File: src/rtl/la_xtalctrl_pkg.sv
// rtl/la_xtalctrl_pkg.sv - shared types and constants for the crystal start-up controller
package la_xtalctrl_pkg;

    typedef enum logic [2:0] {
        ST_OFF     = 3'd0,
        ST_START   = 3'd1,
        ST_MEASURE = 3'd2,
        ST_READY   = 3'd3,
        ST_FAULT   = 3'd4
    } xstate_t;

    // Bit positions inside the la_ioxtal cfg bus
    localparam int CFG_OSCEN   = 0;
    localparam int CFG_DRV_LSB = 1;
    localparam int CFG_DRV_MSB = 3;
    localparam int CFG_BYPASS  = 4;

    localparam logic [2:0] DRIVE_MAX = 3'd7;

endpackage

File: src/rtl/la_dsync.sv
// rtl/la_dsync.sv - two-stage synchronizer for a single asynchronous bit
module la_dsync (
    input  logic clk,
    input  logic reset,
    input  logic din,
    output logic dout
);

    logic [1:0] sync_q;

    // Shift the asynchronous input through two flops to settle metastability
    always_ff @(posedge clk or posedge reset) begin
        if (reset) begin
            sync_q <= 2'b00;
        end else begin
            sync_q <= {sync_q[0], din};
        end
    end

    assign dout = sync_q[1];

endmodule

File: src/rtl/la_xtalctrl_timer.sv
// rtl/la_xtalctrl_timer.sv - loadable down-counter shared by start-up wait and measurement window
module la_xtalctrl_timer #(
    parameter int CNTW = 16
) (
    input  logic            clk,
    input  logic            reset,
    input  logic            load,
    input  logic [CNTW-1:0] load_val,
    output logic            zero
);

    logic [CNTW-1:0] cnt_q;

    // Load takes priority; otherwise count down and hold at zero
    always_ff @(posedge clk or posedge reset) begin
        if (reset) begin
            cnt_q <= '0;
        end else if (load) begin
            cnt_q <= load_val;
        end else if (cnt_q != '0) begin
            cnt_q <= cnt_q - CNTW'(1);
        end
    end

    assign zero = (cnt_q == '0);

endmodule

File: src/rtl/la_xtalctrl.sv
// rtl/la_xtalctrl.sv - start-up, drive escalation and supervision of the la_ioxtal oscillator
module la_xtalctrl
    import la_xtalctrl_pkg::*;
#(
    parameter int CFGW = 16,
    parameter int CNTW = 16
) (
    input  logic            clk,
    input  logic            reset,
    input  logic            en,
    input  logic            bypass,
    input  logic [2:0]      drive_init,
    input  logic [CNTW-1:0] startup_cycles,
    input  logic [CNTW-1:0] window_cycles,
    input  logic [CNTW-1:0] min_edges,
    input  logic [CNTW-1:0] max_edges,
    input  logic            xtal_z,
    output logic [CFGW-1:0] cfg,
    output logic            ready,
    output logic            fault,
    output logic            lost,
    output logic [2:0]      drive,
    output logic [2:0]      state
);

    xstate_t         state_q;
    xstate_t         state_nxt;
    logic            bypass_q;
    logic [CNTW-1:0] min_q;
    logic [CNTW-1:0] max_q;
    logic [CNTW-1:0] edge_cnt_q;
    logic [CNTW-1:0] edge_total;
    logic [CNTW-1:0] win_load;
    logic [2:0]      drive_q;
    logic            lost_q;
    logic            xtal_sync;
    logic            xtal_hist_q;
    logic            xtal_edge;
    logic            tmr_load;
    logic            tmr_zero;
    logic [CNTW-1:0] tmr_val;
    logic            in_window;
    logic            win_end;
    logic            win_pass;
    logic            start_run;

    la_dsync u_sync (
        .clk   (clk),
        .reset (reset),
        .din   (xtal_z),
        .dout  (xtal_sync)
    );

    la_xtalctrl_timer #(.CNTW(CNTW)) u_timer (
        .clk      (clk),
        .reset    (reset),
        .load     (tmr_load),
        .load_val (tmr_val),
        .zero     (tmr_zero)
    );

    // History flop behind the synchronizer for rising-edge detection
    always_ff @(posedge clk or posedge reset) begin
        if (reset) begin
            xtal_hist_q <= 1'b0;
        end else begin
            xtal_hist_q <= xtal_sync;
        end
    end

    assign xtal_edge  = xtal_sync & ~xtal_hist_q;
    assign in_window  = (state_q == ST_MEASURE) || (state_q == ST_READY);
    assign win_end    = in_window && tmr_zero;
    assign start_run  = (state_q == ST_OFF) && en;
    // The final window cycle's edge is folded in here so the decision sees it
    assign edge_total = (xtal_edge && (edge_cnt_q != '1)) ? edge_cnt_q + CNTW'(1) : edge_cnt_q;
    assign win_pass   = (edge_total >= min_q) && (edge_total <= max_q);
    // A window of N cycles loads N-1 because the zero cycle is itself counted
    assign win_load   = (window_cycles == '0) ? '0 : window_cycles - CNTW'(1);

    // State register
    always_ff @(posedge clk or posedge reset) begin
        if (reset) begin
            state_q <= ST_OFF;
        end else begin
            state_q <= state_nxt;
        end
    end

    // Next-state and timer load selection
    always_comb begin
        state_nxt = state_q;
        tmr_load  = 1'b0;
        tmr_val   = '0;
        if (!en) begin
            state_nxt = ST_OFF;
            tmr_load  = 1'b1;
        end else begin
            case (state_q)
                ST_OFF: begin
                    tmr_load = 1'b1;
                    if (bypass) begin
                        state_nxt = ST_MEASURE;
                        tmr_val   = win_load;
                    end else begin
                        state_nxt = ST_START;
                        tmr_val   = startup_cycles;
                    end
                end
                ST_START: begin
                    if (tmr_zero) begin
                        state_nxt = ST_MEASURE;
                        tmr_load  = 1'b1;
                        tmr_val   = win_load;
                    end
                end
                ST_MEASURE, ST_READY: begin
                    if (tmr_zero) begin
                        tmr_load = 1'b1;
                        if (win_pass) begin
                            state_nxt = ST_READY;
                            tmr_val   = win_load;
                        end else if ((state_q == ST_READY) || (drive_q != DRIVE_MAX)) begin
                            state_nxt = bypass_q ? ST_MEASURE : ST_START;
                            tmr_val   = bypass_q ? win_load : startup_cycles;
                        end else begin
                            state_nxt = ST_FAULT;
                        end
                    end
                end
                ST_FAULT: begin
                    state_nxt = ST_FAULT;
                end
                default: begin
                    state_nxt = ST_OFF;
                end
            endcase
        end
    end

    // Capture the run configuration when leaving OFF
    always_ff @(posedge clk or posedge reset) begin
        if (reset) begin
            bypass_q <= 1'b0;
            min_q    <= '0;
            max_q    <= '0;
        end else if (start_run) begin
            bypass_q <= bypass;
            min_q    <= min_edges;
            max_q    <= max_edges;
        end
    end

    // Drive code: seeded on start, stepped up after a failed initial qualification
    always_ff @(posedge clk or posedge reset) begin
        if (reset) begin
            drive_q <= 3'd0;
        end else if (!en) begin
            drive_q <= 3'd0;
        end else if (start_run) begin
            drive_q <= drive_init;
        end else if ((state_q == ST_MEASURE) && win_end && !win_pass && (drive_q != DRIVE_MAX)) begin
            drive_q <= drive_q + 3'd1;
        end
    end

    // Loss-of-clock flag, sticky until the controller is disabled
    always_ff @(posedge clk or posedge reset) begin
        if (reset) begin
            lost_q <= 1'b0;
        end else if (!en) begin
            lost_q <= 1'b0;
        end else if ((state_q == ST_READY) && win_end && !win_pass) begin
            lost_q <= 1'b1;
        end
    end

    // Edge counter restarts at every window boundary and outside windows
    always_ff @(posedge clk or posedge reset) begin
        if (reset) begin
            edge_cnt_q <= '0;
        end else if (!en || !in_window || win_end) begin
            edge_cnt_q <= '0;
        end else begin
            edge_cnt_q <= edge_total;
        end
    end

    // Pad configuration and status decoded from the current state
    always_comb begin
        cfg   = '0;
        ready = 1'b0;
        fault = 1'b0;
        case (state_q)
            ST_START, ST_MEASURE, ST_READY: begin
                cfg[CFG_DRV_MSB:CFG_DRV_LSB] = drive_q;
                if (bypass_q) begin
                    cfg[CFG_BYPASS] = 1'b1;
                end else begin
                    cfg[CFG_OSCEN] = 1'b1;
                end
                ready = (state_q == ST_READY);
            end
            ST_FAULT: begin
                fault = 1'b1;
            end
            default: begin
                cfg = '0;
            end
        endcase
    end

    assign lost  = lost_q;
    assign drive = drive_q;
    assign state = state_q;

endmodule
File: config.mk
export PLATFORM = sky130hd
export DESIGN_NAME = la_xtalctrl
export DESIGN_NICKNAME = d
export VERILOG_FILES = /design/src/rtl/la_xtalctrl_pkg.sv /design/src/rtl/la_dsync.sv /design/src/rtl/la_xtalctrl_timer.sv /design/src/rtl/la_xtalctrl.sv
export SDC_FILE = /design/constraint.sdc
export NUM_CORES = 1
export LEC_CHECK = 0
export ABC_AREA = 1
export BUFFER_PORTS_ARGS = -buffer_cell sky130_fd_sc_hd__buf_2
export CAP_MARGIN = 30
export CORE_ASPECT_RATIO = 2
export CORE_MARGIN = 1.5
export CORE_UTILIZATION = 62
export DETAILED_ROUTE_END_ITERATION = 12
export GPL_TIMING_DRIVEN = 0
export PLACE_DENSITY = 0.95
export SLEW_MARGIN = 10
export SYNTH_ARGS = -nofsm -noshare
export SYNTH_HDL_FRONTEND = slang
export SYNTH_SLANG_ARGS = --single-unit
File: constraint.sdc
create_clock -name clk -period 8.88 [get_ports clk]
set_clock_uncertainty 0.2 [all_clocks]
set_input_delay 0.444 -clock clk [delete_from_list [all_inputs] [get_ports clk]]
set_output_delay 0.444 -clock clk [all_outputs]
set_load 0.02 [all_outputs]
==> metrics.txt <==
yosys warns 0; Rel. slew slack 58.9%; Clk pin slew, worst setup/hold paths around 60 ps; cell area after synthesis between 0.005 and 0.006 mm2; GRT Total Usage 34.2%; routed wire length approximately 17000 um; DRC 0; CTS tree built; Least-Margin Pin Slew between 600 and 700 ps; Post-CTS Setup Bufs 0; crit-path most repeated cell nand2_1; hold bufs inserted after CTS 1; post-synthesis mux area share 0.570%; clock buffer count from CTS 9; Final #Nets 1086; Main synth FF type dfrtp_1; crit end category flop; crit path capture state[1]$_DFFE_PP0P_; max-slew violation count 0; reg2reg path depth 24; CP bufs+invs 4; peak supply drop ~130 uV; remaining antenna violation count after routing 0; Fin. Hold Viols 0; sequential share of the synthesized area between 30% and 40%; FF/Latch Area between 0.0015 and 0.002 mm2; vias in the first global route 6135; Clk pwr share a little over a fifth; Finished Layout Cells roughly 1100; Compound-Gate Fraction of Synth Area 11.5%; Tot Pwr around 1.8 mW; Crit-path slowest cell o21ai_0; worst-path fanout max 10; vias 6070; Syn Inst Count 868; Layout fillers 727; drt pass-1 iters 5; diode count 0; number of register bits inferred by synthesis 75; height of the chip 141 um; First DRT Iteration DRCs 429; initial core utilization 63.6%; Worst Setup Start Kind flop; sw power 798 uW; sequential power share 29.4%; core region area 0.00932 mm2; Synth Area in Simple Gates 33.7%; Max-Cap Viols 0; reg-to-reg startpoint edge_cnt_q[0]$_DFF_PP0_; max frequency around 230 MHz; Port Buffers 85; Sw Ratio 44.8%; power per cell area ~260 mW/mm2; outcome completed; Syn Area/Cell 6.83 um2; share of layout cells above drive strength 1 about a fifth; clk_lat worst skew 340 ps; flop2flop setup slack 4460 ps; area share of xor/xnor cells in the synthesized design between 3 and 4%; WL/cell 15.2 um; reg-to-reg endpoint state[1]$_DFFE_PP0P_; final core area utilization 73.7%; # rows 50; first-pass GRT wire length 27000 um; ys async rst share 100%; Sinks on Clock Net 75; Synth area leader dfrtp_1; CP Class reg2reg; clk buf depth 2; total stage count of the critical path 24; critical path arrival 4430 ps; io pins 97; Final Critical Period 4420 ps; Logic pwr share between 40% and 50%; CP cell instances ha_1, nand2_1, inv_1, nand2_1, nor2_1, nand3_1, nand2_1, nor2_1, nand2_1, inv_1, nand4_1, xor2_1, inv_1, ha_1, nand2_1, o21ai_0, a21oi_1, nand2_1, nand2_1, nand2_1, buf_2, o21ai_1, a21boi_0, o21ai_1; Root Driver clkbuf_16; post-synthesis adder-cell area fraction 8.02%; Die X-Extent 72.2 um; Post-synth EDFFs 0; fin crit share 49.8%; GPL Wtd Cong 0.972; beginning of the critical path edge_cnt_q[0]$_DFF_PP0_; vias per inst roughly 5.6; Lkg Pwr 3.77 nW; CP peak stage delay ~450 ps; largest net degree at the start of global routing approximately 50; top cells by area, synth dfrtp_1 32%, nand2_1 12%, nor2_1 8.4%, ha_1 8.0%, nand3_1 7.1%; Placed Instances 1068; Top delay family on crit path simple AND/OR/NAND/NOR gates; H-tree levels 3; Yosys cell types 43; Synth top area share 31.6%; largest family of logic cells by synthesized area simple AND/OR/NAND/NOR gates; Area Overhead vs Synth 15.8%; Worst Hold Class in2reg; Final Setup Violations 0; P_int approximately 980 uW; initial antenna violation count 0; RSZ-0062 raised after global routing no; WP data required 8890 ps; global route overflow 0; die area around 0.010 mm2; Final HPWL DP 13000 um; multi-input logic area 0.00343 mm2; setup TNS 0 ps; post-CTS sizing 0
Yosys cell counts, types with 7 or more instances:
cell type    n
a21oi_1     66
a21oi_2     10
buf_2        9
buf_4       13
clkbuf_1    11
dfrtp_1     75
ha_1        38
inv_1      110
inv_2        7
nand2_1    193
nand3_1     84
nor2_1     133
nor2_2       9
o21ai_0     17
or2_2       11
xor2_1      19
worst min path at each step:
| stage | start | end | cells past startpoint |
|---|---|---|---|
| floorplan | u_sync.sync_q[0]$_DFF_PP0_ | u_sync.sync_q[1]$_DFF_PP0_ | 0 |
| global placement | u_sync.sync_q[0]$_DFF_PP0_ | u_sync.sync_q[1]$_DFF_PP0_ | 0 |
| detailed placement | u_sync.sync_q[0]$_DFF_PP0_ | u_sync.sync_q[1]$_DFF_PP0_ | 0 |
| CTS | xtal_z | u_sync.sync_q[0]$_DFF_PP0_ | 1 |
| global route | xtal_z | u_sync.sync_q[0]$_DFF_PP0_ | 1 |
| finish | xtal_z | u_sync.sync_q[0]$_DFF_PP0_ | 1 |
cell type report:
| class | instances | share of cell area (%) |
|---|---|---|
| Multi-Input combinational cell | 650 | 50.0 |
| Clock inverter | 6 | 0.947 |
| Timing Repair Buffer | 87 | 6.74 |
| Clock buffer | 10 | 3.48 |
| Inverter | 117 | 6.43 |
| Buffer | 36 | 3.17 |
| Tap cell | 104 | 1.89 |
| Sequential cell | 75 | 27.3 |
state kept, by name (all words and copies together) (netlist names), 2 cells and up:
| register | count |
|---|---|
| state | 3 |
| edge_cnt_q | 16 |
| u_sync.sync_q | 2 |
| max_q | 16 |
| min_q | 16 |
| drive | 3 |
| u_timer.cnt_q | 16 |
metrics by stage:
stage / hold WS (ps) / setup WS [ps] / instance area [um2]
CTS: 8.34 / 4610 / 6870
finish: 11.3 / 4460 / 6870
detailed placement: 139 / 4660 / 6550
floorplan: 131 / 5560 / 5970
global route: 16.5 / 4090 / 6870
global placement: 135 / 4740 / 6520
layer usage:
layer / vias up / track usage [%] / share of wire, %
li1: 2971 / - / -
met1: 2776 / 30.6 / 33
met2: 227 / 64.2 / 56
met3: 96 / 4.62 / 3.1
met4: 0 / 28.9 / 8.3
met5: - / 0 / 0
power by group through the flow:
stage | clock, mW | combinational [mW] | sequential [mW]
2_1_floorplan | 0 | 0.632 | 0.526
3_3_place_gp | 0 | 0.831 | 0.522
3_5_place_dp | 0 | 0.863 | 0.528
4_1_cts | 0.374 | 0.875 | 0.523
5_1_grt | 0.392 | 0.986 | 0.536
6_report | 0.374 | 0.882 | 0.524
cell families after synthesis:
group,after synthesis
AOI/OAI and AO/OA,118
xor gates and xnor gates,23
and+or+nand+nor,457
muxes,3
DFF,75
other,1
buffers and inverters,153
adders and majority gates,38
placed cells by master, fill, tap and decap left out, drive strengths merged, types with 3 or more instances in the layout:
cell / count
a21oi: 76
buf: 111
clkbuf: 21
clkinv: 4
conb: 11
dfrtp: 75
ha: 38
inv: 117
mux2: 3
nand2: 197
nand3: 85
nand4: 6
nor2: 146
nor3: 7
nor4: 3
o211ai: 6
o21ai: 22
o21bai: 4
or2: 11
xnor2: 4
xor2: 19
(Power assumes the default switching activity.)
